==> src/rtl/mat_buf_dp.sv <==
// mat_buf_dp: dual-port lane-masked matrix buffer with output-region clear.
// Define BRAM_OUT_REG_EN for an extra output register stage (2-cycle reads).
module mat_buf_dp #(
  parameter int    LANE_WIDTH = 32,
  parameter int    LANES      = 4,
  parameter int    DEPTH      = 16,
  parameter int    ADDR_WIDTH = $clog2(DEPTH),
  parameter int    CLR_BASE   = 11,
  parameter int    CLR_LEN    = 4,
  parameter string INIT_FILE  = ""
) (
  input  logic                          clk,
  input  logic                          rst,
  input  logic                          a_en,
  input  logic [LANES-1:0]              a_we,
  input  logic [ADDR_WIDTH-1:0]         a_addr,
  input  logic [LANES*LANE_WIDTH-1:0]   a_din,
  output logic                          a_ready,
  output logic [LANES*LANE_WIDTH-1:0]   a_dout,
  output logic                          a_valid,
  input  logic                          b_en,
  input  logic [ADDR_WIDTH-1:0]         b_addr,
  output logic [LANES*LANE_WIDTH-1:0]   b_dout,
  output logic                          b_valid,
  input  logic                          clr_start,
  output logic                          busy,
  output logic                          clr_done,
  output logic                          err
);

  localparam int LW  = LANES * LANE_WIDTH;
  localparam int CW  = $clog2(CLR_LEN + 1);
  localparam int AW1 = ADDR_WIDTH + 1;

  typedef enum logic {IDLE, CLEAR} state_t;

  state_t                state;
  state_t                state_nx;
  logic [CW-1:0]         cnt;
  logic                  clr_we;
  logic                  clr_last;
  logic [ADDR_WIDTH-1:0] clr_addr;
  logic                  a_acc;
  logic                  a_oor;
  logic                  b_oor;
  logic                  a_wr;
  logic [LW-1:0]         a_q;
  logic [LW-1:0]         b_q;
  logic                  a_vq;
  logic                  b_vq;

  logic [LW-1:0] mem [DEPTH];

  assign clr_last = (cnt == CW'(CLR_LEN - 1));
  assign clr_addr = ADDR_WIDTH'(CLR_BASE) + ADDR_WIDTH'(cnt);
  assign a_acc    = a_en && a_ready;
  assign a_oor    = {1'b0, a_addr} >= AW1'(DEPTH);
  assign b_oor    = {1'b0, b_addr} >= AW1'(DEPTH);
  assign a_wr     = a_acc && !a_oor && (|a_we);

  always_ff @(posedge clk or posedge rst) begin
    if (rst) begin
      state <= IDLE;
      cnt   <= '0;
    end else begin
      state <= state_nx;
      if (state == CLEAR) cnt <= cnt + CW'(1);
      else                cnt <= '0;
    end
  end

  always_comb begin
    state_nx = state;
    unique case (state)
      IDLE:  if (clr_start) state_nx = CLEAR;
      CLEAR: if (clr_last)  state_nx = IDLE;
    endcase
  end

  always_comb begin
    busy    = (state == CLEAR);
    clr_we  = busy;
    a_ready = !busy;
  end

  // err: an accepted clr_start clears it, an out-of-range access wins.
  always_ff @(posedge clk or posedge rst) begin
    if (rst) begin
      clr_done <= 1'b0;
      err      <= 1'b0;
    end else begin
      clr_done <= clr_we && clr_last;
      if (clr_start && !busy)               err <= 1'b0;
      if ((a_acc && a_oor) || (b_en && b_oor)) err <= 1'b1;
    end
  end

  always_ff @(posedge clk) begin
    if (clr_we) begin
      mem[clr_addr] <= '0;
    end else if (a_wr) begin
      for (int i = 0; i < LANES; i++) begin
        if (a_we[i])
          mem[a_addr][i*LANE_WIDTH +: LANE_WIDTH]
            <= a_din[i*LANE_WIDTH +: LANE_WIDTH];
      end
    end
  end

  always_ff @(posedge clk or posedge rst) begin
    if (rst) begin
      a_q  <= '0;
      b_q  <= '0;
      a_vq <= 1'b0;
      b_vq <= 1'b0;
    end else begin
      a_vq <= a_acc;
      b_vq <= b_en;
      if (a_acc) a_q <= a_oor ? '0 : mem[a_addr];
      if (b_en)  b_q <= b_oor ? '0 : mem[b_addr];
    end
  end

`ifdef BRAM_OUT_REG_EN
  logic [LW-1:0] a_q2;
  logic [LW-1:0] b_q2;
  logic          a_vq2;
  logic          b_vq2;

  always_ff @(posedge clk or posedge rst) begin
    if (rst) begin
      a_q2  <= '0;
      b_q2  <= '0;
      a_vq2 <= 1'b0;
      b_vq2 <= 1'b0;
    end else begin
      a_vq2 <= a_vq;
      b_vq2 <= b_vq;
      if (a_vq) a_q2 <= a_q;
      if (b_vq) b_q2 <= b_q;
    end
  end

  assign a_dout  = a_q2;
  assign a_valid = a_vq2;
  assign b_dout  = b_q2;
  assign b_valid = b_vq2;
`else
  assign a_dout  = a_q;
  assign a_valid = a_vq;
  assign b_dout  = b_q;
  assign b_valid = b_vq;
`endif

endmodule

==> config.mk <==
export PLATFORM = sky130hd
export DESIGN_NAME = mat_buf_dp
export DESIGN_NICKNAME = d
export VERILOG_FILES = /design/src/rtl/mat_buf_dp.sv
export SDC_FILE = /design/constraint.sdc
export NUM_CORES = 2
export LEC_CHECK = 0
export ABC_AREA = 1
export CORE_UTILIZATION = 45
export CTS_CLUSTER_DIAMETER = 30
export CTS_CLUSTER_SIZE = 20
export DETAILED_ROUTE_END_ITERATION = 10
export HOLD_SLACK_MARGIN = 0.03
export PLACE_DENSITY = 0.73
export SLEW_MARGIN = 0
export SYNTH_ARGS = -nofsm -noshare
export SYNTH_HDL_FRONTEND = slang
export SYNTH_SLANG_ARGS = --single-unit
==> constraint.sdc <==
create_clock -name clk -period 24.6 [get_ports clk]
set_input_delay 2.46 -clock clk [delete_from_list [all_inputs] [get_ports clk]]
set_output_delay 2.46 -clock clk [all_outputs]
set_load 0.05 [all_outputs]
; Word-level counts from Yosys, hierarchy flattened
; Memory sizes are Yosys's and may differ from the RTL's. A register that Yosys moved wholly into a read port is not among the register bits.
; Cells that the tools add are included.
[classes]
bitwise = 1
reduce_logical = 6
addsub = 2
n_mux = 25
eq_ne = 1
[ops]
columns = op, count
row1 = 128-bit two-way mux, 1
row2 = 128-bit OR reduction, 1
row3 = 1-bit two-way mux, 20
row4 = 4-bit two-way mux, 2
row5 = 4-bit by 3-bit adder with 4-bit output (first input constant), 1
row6 = 4-bit OR reduction, 1
row7 = 3-bit by 1-bit adder with 3-bit output (second input constant), 1
row8 = 3-bit by 2-bit equality test with 1-bit output (second input constant), 1
row9 = 1-bit logical AND, 3
row10 = 3-bit two-way mux, 1
row11 = 1-bit case mux with 2 select lines, 1
row12 = 1-bit logical NOT, 1
row13 = 1-bit NOT, 1
[word_totals]
ram_bits = 2048
regBits = 7
inputBits = 145
mem_count = 1
[memory_table]
columns = name, depth, width, rd, rd_clocked_by_memory_dff, wr, line_no
row1 = mem, 16, 128, 2, 2, 1, 52  ; logic [LW-1:0] mem [DEPTH];

; Longest topological paths before layout
[depth]
word_depth = 8
depth_mapped = 12
ltp_nobuf = 9

; Worst setup path before layout
; OpenSTA, ideal clock, no wires.
[synth_path]
kind = input to register
from = input port a_addr[0]
to = memory mem[2][0] (netlist name) (enable)
t_arrival_ns = 4.697
stages = 8
n_path_buf = 3
t_required_ns = 24.179
slack_ns = 19.482
cell_sequence = buf_4 > inv_4 > buf_6 > buf_2 > o21ai_2 > nor2_4 > nand2_1 > nor2_1
[synth_between]
elab_chain_cells = 1
[synth_lines]
columns = item, line_no
row1 = "start, declared", 16  ; input logic [ADDR_WIDTH-1:0] a_addr,
row2 = 4-bit two-way mux (no source line), --
row3 = "end, declared", 52
; Every way passes these cells.

==> reports/summary.txt <==
status: finished, final reports clean
footprint of the multi-input gates: 38700 µm²
fraction of layout cells with a size suffix above 1: 8.20%
Final Max Slew Viols: 0
post-synthesis sequential area ratio: 61.2%
crit-path leading delay family: buffers and inverters
Die Height: 499 µm
PD cells: 120 nW/µm²
R2R Path Start: busy
Clock Path Buffers: 4
Syn Area/Cell: 9.04 µm²
Initial DRT Pass Iterations: 7
Syn Std Cell Area: 111000 µm²
Leakage: 0.0535 µW
Clock Power Share: 41.0%
initial drt markers: 12503
Final min period: 6330 ps
fin crit share: 25.7%
# resized after CTS: 0
grt total ovfl: 0
CP required: 25520 ps
crit-path max FO: 255
reg2reg setup slack: 20780 ps
Ys Warns: 0
Via density: 5.92
Crit. End Element: flip-flop
Setup Buffers After CTS: 0
fmax: 158 MHz
CTS H-tree depth: 5
cell internal pwr: 10900 µW
Seq cells post-synth: 2311
CP Launch Point: b_addr[0]
core area: 246000 µm²
post-route ant nets: 0
WL per Instance: 23.3 µm
# fillers: 20737
sequential cell fraction of total power: 37.4%
Die ar.: 249000 µm²
switching share of power: 32.4%
Worst R2R Path Depth: 9
num rows: 182
Peak VDD IR: 0.000144 V
TritonCTS clock tree: done
critical path class: in -> reg
Gate power share: 21.6%
Final setup violation count: 0
FF+latch area: 68100 µm²
chip width: 499 µm
nets: 12586
hold buffers post-CTS: 0
largest net degree at the start of global routing: 256
clock root cell: clkbuf_16
RSZ-0062 raised after global routing: no
area leader, netlist: edfxtp_1
Relative slew margins: 4.79%
io pins: 407
Startpoint Class: input port
Synth cell types: 22
Clk Latency, worst-skew pair: 1030 ps
Detailed Place HPWL: 184 mm
vias in the first global route: 92109
Synth area leaders: edfxtp_1 55%, nand2_1 17%, nand3_1 16%, dfrtp_1 5.9%, buf_2 2.6%
HP Class: reg -> reg
Initial Util: 45.3%
EDFF count, synth: 2048
slew of the pin with the lowest slew margin: 1430 ps
P_sw: 5210 µW
maxcap violations: 0
I/O Buffers: 405
initial antenna violation count: 5
Gate Count Post-Synth: 12317
path length in cells of the critical path: 13
cell repeated most along the worst path: nand2_1
RD Place Congestion: 0.817
crit-path max cell delay: 1040 ps
ys flop type: edfxtp_1
CTS Buf Count: 475
CP max stage cell: buf_4
synth cell count leaders: 5083 x nand2_1, 3615 x nand3_1, 2048 x edfxtp_1, 582 x buf_2, 263 x dfrtp_1
RR Endpoint: mem[6][77]
Util after Layout: 54.3%
global-route wire length before repair: 558 mm
top cell type's share of synthesized area: 55.2%
CP arrival: 7250 ps
Final Routed Wirelength: 373 mm
Critical Path Sink: b_dout[118]
setup TNS: 0 ps
Overall Global Routing Usage: 29.3%
Buf/Inv on CP: 5
Async SR Flop Fraction: 11.4%
Area Growth Syn to Fin: 19.9%
Setup Skew: 88.5 ps
clock transition at the registers of the reported paths: 50 ps
Mapped Nets: 12465
count of final hold-check violations: 0
via count: 95149
CTS Sinks: 2311
CP Cell Sequence: buf_8 > inv_16 > buf_4 > buf_4 > buf_4 > nand2_1 > nand3_1 > nand3_1 > nand2_1 > nand2_1 > nand2_1 > nand2_1 > nand2_1
Remaining DRCs: 0
most common cell in the netlist: nand2_1
-- sequential cells by signal, indices dropped and copies added, names as in the netlist --
| name | count |
|---|---|
| mem | 2048 |
| cnt | 3 |
| clr_done | 1 |
| b_valid | 1 |
| a_valid | 1 |
| busy | 1 |
| a_dout | 128 |
| b_dout | 128 |
-- kinds of logic after synthesis --
kind of cell | Yosys count | synth area share [%]
AND/OR/NAND/NOR | 8915 | 34.2
flip-flops | 2311 | 61.2
buffers and inverters | 1078 | 4.54
AO/OA/AOI/OAI | 8 | 0.0506
adder cells (fa/ha/maj) | 3 | 0.0337
XOR/XNOR | 1 | 0.00787
other | 1 | 0.00337
-- metrics by stage --
step                      worst slack, ps  hold WS (ps)  cells  total power (µW)  instance area (µm²)
after floorplan                     14900           454  12317              8000               111000
after global placement              17470           464  15181              9410               117000
after detailed placement            17440           465  15181              9470               117000
after CTS                           18460           479  16057             16000               133000
after global routing                18070           497  16059             16600               133000
final                               18270           472  16059             16100               133000
-- worst min path at each step --
stage                startpoint     endpoint  slack (ps)  depth (start not counted)
floorplan                cnt[0]       cnt[0]         450                          1
global placement    a_dout[120]  a_dout[120]         460                          2
detailed placement   a_dout[36]   a_dout[36]         470                          2
CTS                 a_dout[116]  a_dout[116]         480                          2
global route         a_dout[90]   a_dout[90]         500                          2
finish              a_dout[116]  a_dout[116]         470                          2
-- power groups by stage --
stage	clock [µW]	combinational, µW	sequential [µW]
after detailed placement	0	3420	6050
final	6580	3470	6010
after global routing	6790	3690	6110
after global placement	0	3380	6040
after floorplan	0	1560	6440
after CTS	6600	3440	6000
-- per-layer routing --
layer	up-vias	global-route usage, %	share of wire [%]
met5	-	0	0.0035
met4	2	16.3	5.5
met3	1326	6.38	12
met2	6660	46.1	45
met1	44789	37.5	37
li1	42372	-	-
-- area by class of cell --
type	count	share of cell area [%]
antenna	2	0.00375
clock buffer	566	9.49
clock inverter	310	2.90
inverter	151	0.496
multi-input combinational	8928	29.0
sequential	2311	51.0
tap	3220	3.02
timing repair buffer	571	4.07
-- cells in the final DEF (no fill, tap or decap), types with 2 or more instances in the layout --
cell type	synthesis	routed
edfxtp_1	2048	2048
inv_8	0	8
buf_8	0	8
nand2_2	10	9
inv_16	0	3
nand2_1	5083	5083
buf_4	58	159
nand3_1	3615	3615
inv_1	146	139
clkinv_4	0	32
o21ai_2	4	4
diode_2	0	2
inv_6	0	33
clkdlybuf4s50_1	0	396
buf_12	0	7
dfrtp_1	263	263
a21oi_4	0	2
clkbuf_16	0	484
clkinv_1	0	43
clkbuf_1	191	58
clkinvlp_4	0	56
clkinv_2	0	66
nor2_1	198	134
clkinv_8	0	2
clkbuf_8	0	25
nor2_4	8	72
bufinv_16	0	78
ha_1	3	3
-- tightest hold or removal path, delay by kind of cell, from the launching register on --
| family | cells | cell delay, ps |
|---|---|---|
| flip-flops | 1 | 330 |
| AND/OR/NAND/NOR | 2 | 100 |
Note: power is estimated with default switching activity, not from simulation.
